### src/rtl/axi_rd_arbiter_if.sv
// Bundle of the two cache refill request ports and the AXI AR/R channels
// seen by axi_rd_arbiter (master) and its environment (slave).
interface axi_rd_arbiter_if;
  logic        i_req_valid, d_req_valid;
  logic [31:0] i_req_addr,  d_req_addr;
  logic [3:0]  i_req_len,   d_req_len;
  logic [2:0]  i_req_size,  d_req_size;
  logic        i_req_ready, d_req_ready;
  logic        i_rvalid,    d_rvalid;
  logic        i_rlast,     d_rlast;
  logic        i_rerr,      d_rerr;
  logic [31:0] r_data_o;

  logic [3:0]  arid;
  logic [31:0] araddr;
  logic [3:0]  arlen;
  logic [2:0]  arsize;
  logic [1:0]  arburst;
  logic        arvalid;
  logic        arready;

  logic [3:0]  rid;
  logic [31:0] rdata;
  logic [1:0]  rresp;
  logic        rlast;
  logic        rvalid;
  logic        rready;

  modport master (
    input  i_req_valid, d_req_valid, i_req_addr, d_req_addr,
           i_req_len, d_req_len, i_req_size, d_req_size,
    output i_req_ready, d_req_ready, i_rvalid, d_rvalid,
           i_rlast, d_rlast, i_rerr, d_rerr, r_data_o,
    output arid, araddr, arlen, arsize, arburst, arvalid,
    input  arready,
    input  rid, rdata, rresp, rlast, rvalid,
    output rready
  );

  modport slave (
    output i_req_valid, d_req_valid, i_req_addr, d_req_addr,
           i_req_len, d_req_len, i_req_size, d_req_size,
    input  i_req_ready, d_req_ready, i_rvalid, d_rvalid,
           i_rlast, d_rlast, i_rerr, d_rerr, r_data_o,
    input  arid, araddr, arlen, arsize, arburst, arvalid,
    output arready,
    output rid, rdata, rresp, rlast, rvalid,
    input  rready
  );
endinterface

### src/rtl/axi_rd_arbiter.sv
// Round-robin arbiter sharing one AXI read port between I-cache and D-cache
// refills; one burst outstanding at a time, beat count decides burst end.
module axi_rd_arbiter #(
  parameter logic [3:0] I_ID = 4'd0,
  parameter logic [3:0] D_ID = 4'd1
) (
  input  logic               clk,
  input  logic               reset,
  output logic               busy,
  axi_rd_arbiter_if.master   bus
);

  typedef enum logic [1:0] {IDLE, ADDR, DATA} state_t;

  state_t      state, state_nxt;
  logic        last_grant_d;
  logic        owner_d;
  logic [31:0] ar_addr;
  logic [3:0]  ar_len;
  logic [2:0]  ar_size;
  logic [3:0]  beat_cnt;

  logic        grant_i, grant_d;
  logic        beat, last_beat, beat_err;
  logic [3:0]  owner_id;

  always_ff @(posedge clk or posedge reset) begin
    if (reset) state <= IDLE;
    else       state <= state_nxt;
  end

  always_comb begin
    state_nxt   = state;
    grant_i     = 1'b0;
    grant_d     = 1'b0;
    beat        = 1'b0;
    bus.arvalid = 1'b0;
    bus.rready  = 1'b0;
    case (state)
      IDLE: begin
        // Gated by reset so no grant is visible while reset is held.
        grant_d = !reset && bus.d_req_valid && (!bus.i_req_valid || !last_grant_d);
        grant_i = !reset && bus.i_req_valid && !grant_d;
        if (grant_i || grant_d) state_nxt = ADDR;
      end
      ADDR: begin
        bus.arvalid = 1'b1;
        if (bus.arready) state_nxt = DATA;
      end
      DATA: begin
        bus.rready = 1'b1;
        beat       = bus.rvalid;
        if (beat && last_beat) state_nxt = IDLE;
      end
      default: state_nxt = IDLE;
    endcase
  end

  always_ff @(posedge clk or posedge reset) begin
    if (reset) begin
      last_grant_d <= 1'b0;
      owner_d      <= 1'b0;
      ar_addr      <= '0;
      ar_len       <= '0;
      ar_size      <= '0;
      beat_cnt     <= '0;
    end else begin
      if (grant_i || grant_d) begin
        last_grant_d <= grant_d;
        owner_d      <= grant_d;
        ar_addr      <= grant_d ? bus.d_req_addr : bus.i_req_addr;
        ar_len       <= grant_d ? bus.d_req_len  : bus.i_req_len;
        ar_size      <= grant_d ? bus.d_req_size : bus.i_req_size;
      end
      if (state == ADDR && bus.arready) beat_cnt <= '0;
      else if (beat)                    beat_cnt <= beat_cnt + 4'd1;
    end
  end

  assign owner_id  = owner_d ? D_ID : I_ID;
  assign last_beat = (beat_cnt == ar_len);
  // AXI rlast is only cross-checked against the counter, never trusted.
  assign beat_err  = (bus.rresp != 2'b00) || (bus.rid != owner_id) || (bus.rlast != last_beat);

  assign bus.i_req_ready = grant_i;
  assign bus.d_req_ready = grant_d;
  assign bus.i_rvalid    = beat && !owner_d;
  assign bus.d_rvalid    = beat &&  owner_d;
  assign bus.i_rlast     = beat && !owner_d && last_beat;
  assign bus.d_rlast     = beat &&  owner_d && last_beat;
  assign bus.i_rerr      = beat && !owner_d && beat_err;
  assign bus.d_rerr      = beat &&  owner_d && beat_err;
  assign bus.r_data_o    = beat ? bus.rdata : '0;

  assign bus.arid    = owner_id;
  assign bus.araddr  = ar_addr;
  assign bus.arlen   = ar_len;
  assign bus.arsize  = ar_size;
  assign bus.arburst = 2'b01;

  assign busy = (state != IDLE);

endmodule

### src/flat_wrapper.sv
// flat-port wrapper written by rule: the top's interface ports become plain ports
module axi_rd_arbiter_flat 
#(
  parameter logic [3:0] I_ID = 4'd0,
  parameter logic [3:0] D_ID = 4'd1
)
  (clk, reset, busy, bus_i_req_valid, bus_d_req_valid, bus_i_req_addr, bus_d_req_addr, bus_i_req_len, bus_d_req_len, bus_i_req_size, bus_d_req_size, bus_i_req_ready, bus_d_req_ready, bus_i_rvalid, bus_d_rvalid, bus_i_rlast, bus_d_rlast, bus_i_rerr, bus_d_rerr, bus_r_data_o, bus_arid, bus_araddr, bus_arlen, bus_arsize, bus_arburst, bus_arvalid, bus_arready, bus_rid, bus_rdata, bus_rresp, bus_rlast, bus_rvalid, bus_rready);
  axi_rd_arbiter_if bus_i ();
  input  logic clk;
  input  logic reset;
  output logic busy;
  input wire logic [$bits(bus_i.i_req_valid)-1:0] bus_i_req_valid;
  input wire logic [$bits(bus_i.d_req_valid)-1:0] bus_d_req_valid;
  input wire logic [$bits(bus_i.i_req_addr)-1:0] bus_i_req_addr;
  input wire logic [$bits(bus_i.d_req_addr)-1:0] bus_d_req_addr;
  input wire logic [$bits(bus_i.i_req_len)-1:0] bus_i_req_len;
  input wire logic [$bits(bus_i.d_req_len)-1:0] bus_d_req_len;
  input wire logic [$bits(bus_i.i_req_size)-1:0] bus_i_req_size;
  input wire logic [$bits(bus_i.d_req_size)-1:0] bus_d_req_size;
  output wire logic [$bits(bus_i.i_req_ready)-1:0] bus_i_req_ready;
  output wire logic [$bits(bus_i.d_req_ready)-1:0] bus_d_req_ready;
  output wire logic [$bits(bus_i.i_rvalid)-1:0] bus_i_rvalid;
  output wire logic [$bits(bus_i.d_rvalid)-1:0] bus_d_rvalid;
  output wire logic [$bits(bus_i.i_rlast)-1:0] bus_i_rlast;
  output wire logic [$bits(bus_i.d_rlast)-1:0] bus_d_rlast;
  output wire logic [$bits(bus_i.i_rerr)-1:0] bus_i_rerr;
  output wire logic [$bits(bus_i.d_rerr)-1:0] bus_d_rerr;
  output wire logic [$bits(bus_i.r_data_o)-1:0] bus_r_data_o;
  output wire logic [$bits(bus_i.arid)-1:0] bus_arid;
  output wire logic [$bits(bus_i.araddr)-1:0] bus_araddr;
  output wire logic [$bits(bus_i.arlen)-1:0] bus_arlen;
  output wire logic [$bits(bus_i.arsize)-1:0] bus_arsize;
  output wire logic [$bits(bus_i.arburst)-1:0] bus_arburst;
  output wire logic [$bits(bus_i.arvalid)-1:0] bus_arvalid;
  input wire logic [$bits(bus_i.arready)-1:0] bus_arready;
  input wire logic [$bits(bus_i.rid)-1:0] bus_rid;
  input wire logic [$bits(bus_i.rdata)-1:0] bus_rdata;
  input wire logic [$bits(bus_i.rresp)-1:0] bus_rresp;
  input wire logic [$bits(bus_i.rlast)-1:0] bus_rlast;
  input wire logic [$bits(bus_i.rvalid)-1:0] bus_rvalid;
  output wire logic [$bits(bus_i.rready)-1:0] bus_rready;
  assign bus_i.i_req_valid = bus_i_req_valid;
  assign bus_i.d_req_valid = bus_d_req_valid;
  assign bus_i.i_req_addr = bus_i_req_addr;
  assign bus_i.d_req_addr = bus_d_req_addr;
  assign bus_i.i_req_len = bus_i_req_len;
  assign bus_i.d_req_len = bus_d_req_len;
  assign bus_i.i_req_size = bus_i_req_size;
  assign bus_i.d_req_size = bus_d_req_size;
  assign bus_i_req_ready = bus_i.i_req_ready;
  assign bus_d_req_ready = bus_i.d_req_ready;
  assign bus_i_rvalid = bus_i.i_rvalid;
  assign bus_d_rvalid = bus_i.d_rvalid;
  assign bus_i_rlast = bus_i.i_rlast;
  assign bus_d_rlast = bus_i.d_rlast;
  assign bus_i_rerr = bus_i.i_rerr;
  assign bus_d_rerr = bus_i.d_rerr;
  assign bus_r_data_o = bus_i.r_data_o;
  assign bus_arid = bus_i.arid;
  assign bus_araddr = bus_i.araddr;
  assign bus_arlen = bus_i.arlen;
  assign bus_arsize = bus_i.arsize;
  assign bus_arburst = bus_i.arburst;
  assign bus_arvalid = bus_i.arvalid;
  assign bus_i.arready = bus_arready;
  assign bus_i.rid = bus_rid;
  assign bus_i.rdata = bus_rdata;
  assign bus_i.rresp = bus_rresp;
  assign bus_i.rlast = bus_rlast;
  assign bus_i.rvalid = bus_rvalid;
  assign bus_rready = bus_i.rready;
  axi_rd_arbiter #(.I_ID(I_ID), .D_ID(D_ID)) u_core (.clk(clk), .reset(reset), .busy(busy), .bus(bus_i));
endmodule
### config.mk
export PLATFORM = sky130hd
export DESIGN_NAME = axi_rd_arbiter_flat
export DESIGN_NICKNAME = d
export VERILOG_FILES = /design/src/rtl/axi_rd_arbiter_if.sv /design/src/rtl/axi_rd_arbiter.sv /design/src/flat_wrapper.sv
export SDC_FILE = /design/constraint.sdc
export NUM_CORES = 1
export LEC_CHECK = 0
export ABC_AREA = 0
export BUFFER_PORTS_ARGS = -buffer_cell sky130_fd_sc_hd__buf_4
export CAP_MARGIN = 20
export CORE_MARGIN = 10
export CORE_UTILIZATION = 42
export CTS_CLUSTER_SIZE = 10
export DETAILED_ROUTE_END_ITERATION = 12
export PLACE_DENSITY = 0.85
export SYNTH_ARGS = -nofsm -noshare
export SYNTH_HDL_FRONTEND = slang
export SYNTH_SLANG_ARGS = --single-unit
### constraint.sdc
create_clock -name clk -period 2.5 [get_ports clk]
set_clock_uncertainty 0.1 [all_clocks]
set_input_delay 0.625 -clock clk [delete_from_list [all_inputs] [get_ports clk]]
set_output_delay 0.625 -clock clk [all_outputs]
set_load 0.05 [all_outputs]
==> results of run 1 <==
[routing by layer]
layer / vias up / share of wire [%] / global-route usage, % / wire length, um
met1: 1320 / 36 / 21.1 / 3810
met2: 145 / 53 / 39.1 / 5580
met4: 0 / 1.9 / 5.79 / 197
met5: - / 0 / 0 / 0
li1: 1409 / - / - / -
met3: 15 / 8.6 / 7.61 / 898
[power by group]
| group | switching, uW | internal (uW) | total [uW] | leakage [uW] |
|---|---|---|---|---|
| Clock | 240 | 223 | 463 | 0.0000482 |
| Sequential | 248 | 1120 | 1370 | 0.000542 |
| Combinational | 2480 | 1160 | 3640 | 0.00171 |
[worst max-delay path, delay by kind of cell, from the launching register on]
| family | cells | cell delay (ps) |
|---|---|---|
| flip-flops | 1 | 420 |
| AND/OR/NAND/NOR | 1 | 380 |
| XOR/XNOR | 2 | 310 |
| buffers and inverters | 2 | 330 |
| AO/OA/AOI/OAI | 1 | 140 |
[cell usage after synthesis (all sizes together), types with 2 or more instances]
cell type / instances
a21oi: 79
nand2: 48
dfrtp: 46
nor2: 44
and2: 35
buf: 15
clkbuf: 12
xor2: 6
inv: 5
xnor2: 3
conb: 2
nand3: 2
nor2b: 2
[path summary, 6_finish.rpt]
check	to	slack, ps	cells past startpoint
setup / recovery	bus_d_rerr	-100	6
hold / removal	u_core.state[0]$_DFFE_PP0P_	250	2
setup reg to reg	u_core.bus.araddr[19]$_DFFE_PP0P_	660	6
hold reg to reg	u_core.bus.araddr[26]$_DFFE_PP0P_	420	2
max in group asynchronous	u_core.bus.araddr[15]$_DFFE_PP0P_	1420	3
min in group clk	u_core.bus.araddr[26]$_DFFE_PP0P_	420	2
[cell usage in the layout, fill, tap and decap left out, drive strengths merged, types with 2 or more instances in the layout]
cell    count
a21oi      79
nor2b       2
inv         5
xor2        6
nand2      48
buf       222
dfrtp      46
conb        5
nor2       44
and2       35
nand3       2
xnor2       3
clkbuf      7
[flip-flops by register name, summed over array words and instances, names as in the netlist]
name / flops
u_core.bus.araddr: 32
u_core.bus.arlen: 4
u_core.bus.arsize: 3
u_core.beat_cnt: 4
u_core.state: 2
u_core.last_grant_d: 1
[cell type report]
type	count	area share, %
Inverter	5	0.437
Sequential cell	46	26.9
Clock buffer	7	2.01
Tap cell	75	2.18
Multi-Input combinational cell	236	29.0
Timing Repair Buffer	222	39.4
Clock inverter	1	0.116
[what timing repair did]
action | CTS | global route
pin swaps | 2 | 3
setup buffers | 4 | 4
setup endpoints to repair | 4 | 8
resized for setup | 3 | 5
[kinds of logic (layout without fill, tap and decap cells)]
kind of cell    after synthesis  after routing  synth area share (%)
flops                        46             46                  46.1
buf+inv                      32            235                  6.21
xor+xnor                      9              9                  3.15
fa+ha+maj                     1              1                 0.501
simple gates                138            138                  26.4
other cells                   2              5                 0.301
compound gates               83             83                  17.3
[metrics by stage]
stage | hold WS (ps) | util [%] | area, um^2 | std cells
floorplan | 423 | - | 2550 | 314
global placement | 406 | 70.4 | 4120 | 576
detailed placement | 413 | 70.4 | 4120 | 576
CTS | 261 | 72.6 | 4250 | 588
global route | 274 | 73.5 | 4300 | 592
finish | 247 | 73.5 | 4300 | 592
==> results.sh, run 1 <==
export IMPL_grt_remaining_overflow=0
export IMPL_required_ps=1770
export IMPL_setup_ws_ps=-95.5
export IMPL_htreeDepth=2
export IMPL_critPathKind="register to primary output"
export IMPL_ys_ff_latch=46
export IMPL_die_y_um=97.1
export IMPL_fill_cells=445
export IMPL_portBuffers=205
export IMPL_grt_pass1_wl_um=16100
export IMPL_cp_max_fo=2
export IMPL_endpoint_kind="primary output"
export IMPL_wire_per_inst_um=17.7
export IMPL_drt_pass1_iter_count=4
export IMPL_start_util_pct=42.7
export IMPL_vias=2889
export IMPL_areaGrowthSynthToFinish_pct=72.1
export IMPL_drive_above_1_share_pct=48.0
export IMPL_holdCritPathClass="input port to async pin"
export IMPL_postSynthCellCount=311
export IMPL_synthArstFlopShare_pct=100
export IMPL_row_count=28
export IMPL_holdBufCountCts=0
export IMPL_yosys_area_top_type="dfrtp_1"
export IMPL_violations="negative setup slack"
export IMPL_start_kind="register"
export IMPL_seq_area_mm2=0.00116
export IMPL_seq_area_frac_synth_pct=46.1
export IMPL_status="complete, but fails checks"
export IMPL_nets=640
export IMPL_num_antenna_cells=0
export IMPL_clkLatencyLatePin_ps=290
export IMPL_max_stage_delay_ps=420
export IMPL_slew_viol_final=0
export IMPL_peakVddDrop_uv=781
export IMPL_fin_tns_setup_ps=-223
export IMPL_grt_pass1_vias=3004
export IMPL_setup_viol=4
export IMPL_rsz0062_at_grt="yes"
export IMPL_clock_fmax_mhz=385
export IMPL_maxCapViolCount=0
export IMPL_grt_max_degree=41
export IMPL_p_per_area_mw_per_mm2=1270
export IMPL_cp_arrival_ps=1870
export IMPL_cpMaxStageDelayCell="dfrtp_2"
export IMPL_drt_total_wl_um=10500
export IMPL_r2r_start="u_core.last_grant_d$_DFFE_PP0P_"
export IMPL_syn_area_mm2=0.00250
export IMPL_finalCriticalPeriod_ps=2600
export IMPL_cts_path_max_buffers=2
export IMPL_cts_tree="built"
export IMPL_crit_start="u_core.bus.arlen[0]$_DFFE_PP0P_"
export IMPL_routed_via_density=4.88
export IMPL_ios=211
export IMPL_antenna_found_initial=0
export IMPL_dieArea_mm2=0.00943
export IMPL_clk_pin_slew_ps=80
export IMPL_synth_top_area_share_pct=46.1
export IMPL_synth_avg_cell_area_um2=8.03
export IMPL_ctsRootBufferMaster="clkbuf_8"
export IMPL_cts_num_sinks=46
export IMPL_coreArea_mm2=0.00585
export IMPL_route_detailed_drc=0
export IMPL_cts_inserted_buffers=5
export IMPL_multi_input_area_mm2=0.00125
export IMPL_synth_distinct_cells=30
export IMPL_synth_flop_cell="dfrtp_1"
export IMPL_routabilityCongestion=0.895
export IMPL_dieWidth_um=97.1
export IMPL_hpwl_um=8360
export IMPL_hold_viol_final=0
export IMPL_fin_crit_sh_pct=104
export IMPL_drt_initial_drc_count=106
export IMPL_synth_edf_count=0
export IMPL_ys_warn_count=0
export IMPL_track_usage_pct=20.9
export IMPL_dpl_worst_slack_ps=-29.8
export IMPL_p_leak_uw=0.00230
export IMPL_crit_path_cell_trace="xor2_1, nor4_4, xnor2_2, buf_4, a31oi_2, buf_6"
export IMPL_power_uw=5470
export IMPL_ant_nets=0
export IMPL_synthTopCellsByArea="dfrtp_1, a21oi_1, and2_1, nand2_1, nor2_1"
Power figures use the tool's default switching activity.
==> run 2, diff against run 1 <==
- BUFFER_PORTS_ARGS: -buffer_cell sky130_fd_sc_hd__buf_4 -> -buffer_cell sky130_fd_sc_hd__buf_2
- CORE_UTILIZATION: 42 -> 35
- PLACE_DENSITY: 0.85 -> 0.72
==> results.sh, run 2 (same netlist as run 1, synthesis figures left out) <==
export IMPL_row_count=30
export IMPL_crit_start="u_core.bus.arlen[1]$_DFFE_PP0P_"
export IMPL_cp_arrival_ps=1860
export IMPL_routed_via_density=4.71
export IMPL_whs_ps=358
export IMPL_crit_end="bus_i_rerr"
export IMPL_antenna_found_initial=0
export IMPL_grt_max_degree=41
export IMPL_route_detailed_drc=0
export IMPL_fin_tns_setup_ps=-148
export IMPL_power_uw=5050
export IMPL_drt_initial_drc_count=84
export IMPL_fin_crit_sh_pct=103
export IMPL_final_util_pct=55.2
export IMPL_drt_pass1_iter_count=4
export IMPL_routabilityCongestion=0.738
export IMPL_start_util_pct=36.4
export IMPL_r2r_slack_ps=680
export IMPL_setup_ws_ps=-82.0
export IMPL_multi_input_area_mm2=0.00124
export IMPL_clkLatencyLatePin_ps=290
export IMPL_start_kind="register"
export IMPL_finalCriticalPeriod_ps=2580
export IMPL_maxCapViolCount=0
export IMPL_slew_viol_final=0
export IMPL_worst_r2r_cell_count=6
export IMPL_tightest_slew_ps=719
export IMPL_rsz0062_at_grt="yes"
export IMPL_relSlewSlack_pct=52.0
export IMPL_coreArea_mm2=0.00687
export IMPL_track_usage_pct=16.7
export IMPL_grt_remaining_overflow=0
export IMPL_grt_pass1_wl_um=15100
export IMPL_clk_pin_slew_ps=90
export IMPL_r2r_start="u_core.last_grant_d$_DFFE_PP0P_"
export IMPL_vias=2879
export IMPL_most_common_layout_cells="buf_2, a21oi_1, nand2_1"
export IMPL_p_per_area_mw_per_mm2=1330
export IMPL_critPathKind="register to primary output"
export IMPL_ctsRootBufferMaster="clkbuf_8"
export IMPL_hold_viol_final=0
export IMPL_drt_total_wl_um=9750
export IMPL_htreeDepth=2
export IMPL_ios=211
export IMPL_rr_endpoint="u_core.bus.araddr[10]$_DFFE_PP0P_"
export IMPL_holdCritPathClass="input port to async pin"
export IMPL_largest_reg_flops=32
export IMPL_dp_cells=597
export IMPL_portBuffers=205
export IMPL_nets=638
export IMPL_layout_commonest_cell="buf_2"
export IMPL_grt_pass1_vias=2980
export IMPL_num_antenna_cells=0
export IMPL_fill_cells=694
export IMPL_dieWidth_um=104
export IMPL_peakVddDrop_uv=733
export IMPL_ant_nets=0
export IMPL_drive_above_1_share_pct=47.2
export IMPL_required_ps=1770
export IMPL_status="complete, but fails checks"
export IMPL_cts_tree="built"
export IMPL_clock_fmax_mhz=387
export IMPL_cts_path_max_buffers=2
export IMPL_seq_area_mm2=0.00116
export IMPL_areaGrowthSynthToFinish_pct=51.8
export IMPL_p_leak_uw=0.00214
export IMPL_hpwl_um=7810
export IMPL_cp_max_fo=2
export IMPL_setup_viol=2
export IMPL_violations="negative setup slack"
export IMPL_final_cells=611
export IMPL_cts_num_sinks=46
export IMPL_die_y_um=104
export IMPL_dieArea_mm2=0.0109
export IMPL_cts_inserted_buffers=5
export IMPL_wire_per_inst_um=16.0
export IMPL_endpoint_kind="primary output"
## run 2: cell type report
cell class	count	share of cell area (%)
Clock buffer	8	2.11
Inverter	5	0.495
Multi-Input combinational cell	236	32.8
Sequential cell	46	30.5
Tap cell	96	3.17
Timing Repair Buffer	220	30.9
## run 2: per-layer routing
layer / wire length, um / vias to the layer above / track usage (%)
met2: 4970 / 148 / 30.5
met3: 963 / 17 / 6.69
li1: - / 1402 / -
met5: 0 / - / 0
met4: 217 / 0 / 5.17
met1: 3600 / 1312 / 16.7
## run 2: report_power, final
group          total (uW)  internal [uW]  leakage, uW  switching (uW)
clock network         434            199    0.0000395             235
registers            1360           1120     0.000542             237
logic                3260            838      0.00156            2420
total                5050           2160      0.00214            2890
## run 2: repair_timing
| item | in CTS | in global routing |
|---|---|---|
| endpoints found under the hold margin | 0 | 0 |
| endpoints found under the setup margin | 4 | 36 |
| resized for setup | 9 | 2 |
| hold buffers | 0 | 0 |
| pin swaps | 1 | 0 |
| buffers inserted | 5 | 1 |
## run 2: stage by stage
stage	instance area, um^2	setup slack, ps
final	3790	-82.0
after global routing	3790	-172
after CTS	3780	-135
after detailed placement	3630	-64.8
after global placement	3630	-46.5
after floorplan	2550	-33.6
## run 2: worst min-delay path by stage
| stage | start | to | slack, ps | cells after the start |
|---|---|---|---|---|
| global route | reset | u_core.beat_cnt[1]$_DFFE_PP0P_ | 400 | 2 |
| detailed placement | u_core.bus.arsize[1]$_DFFE_PP0P_ | u_core.bus.arsize[1]$_DFFE_PP0P_ | 410 | 2 |
| floorplan | u_core.beat_cnt[3]$_DFFE_PP0P_ | u_core.beat_cnt[3]$_DFFE_PP0P_ | 420 | 2 |
| finish | reset | u_core.state[0]$_DFFE_PP0P_ | 360 | 2 |
| CTS | reset | u_core.state[1]$_DFFE_PP0P_ | 380 | 2 |
| global placement | u_core.bus.araddr[16]$_DFFE_PP0P_ | u_core.bus.araddr[16]$_DFFE_PP0P_ | 400 | 2 |
## run 2: worst max-delay path: stages (launching register included)
cell and delay [ps]:
dfrtp_2 420, xor2_1 180, nor4_4 360, xnor2_2 130
a311oi_4 280, buf_6 200
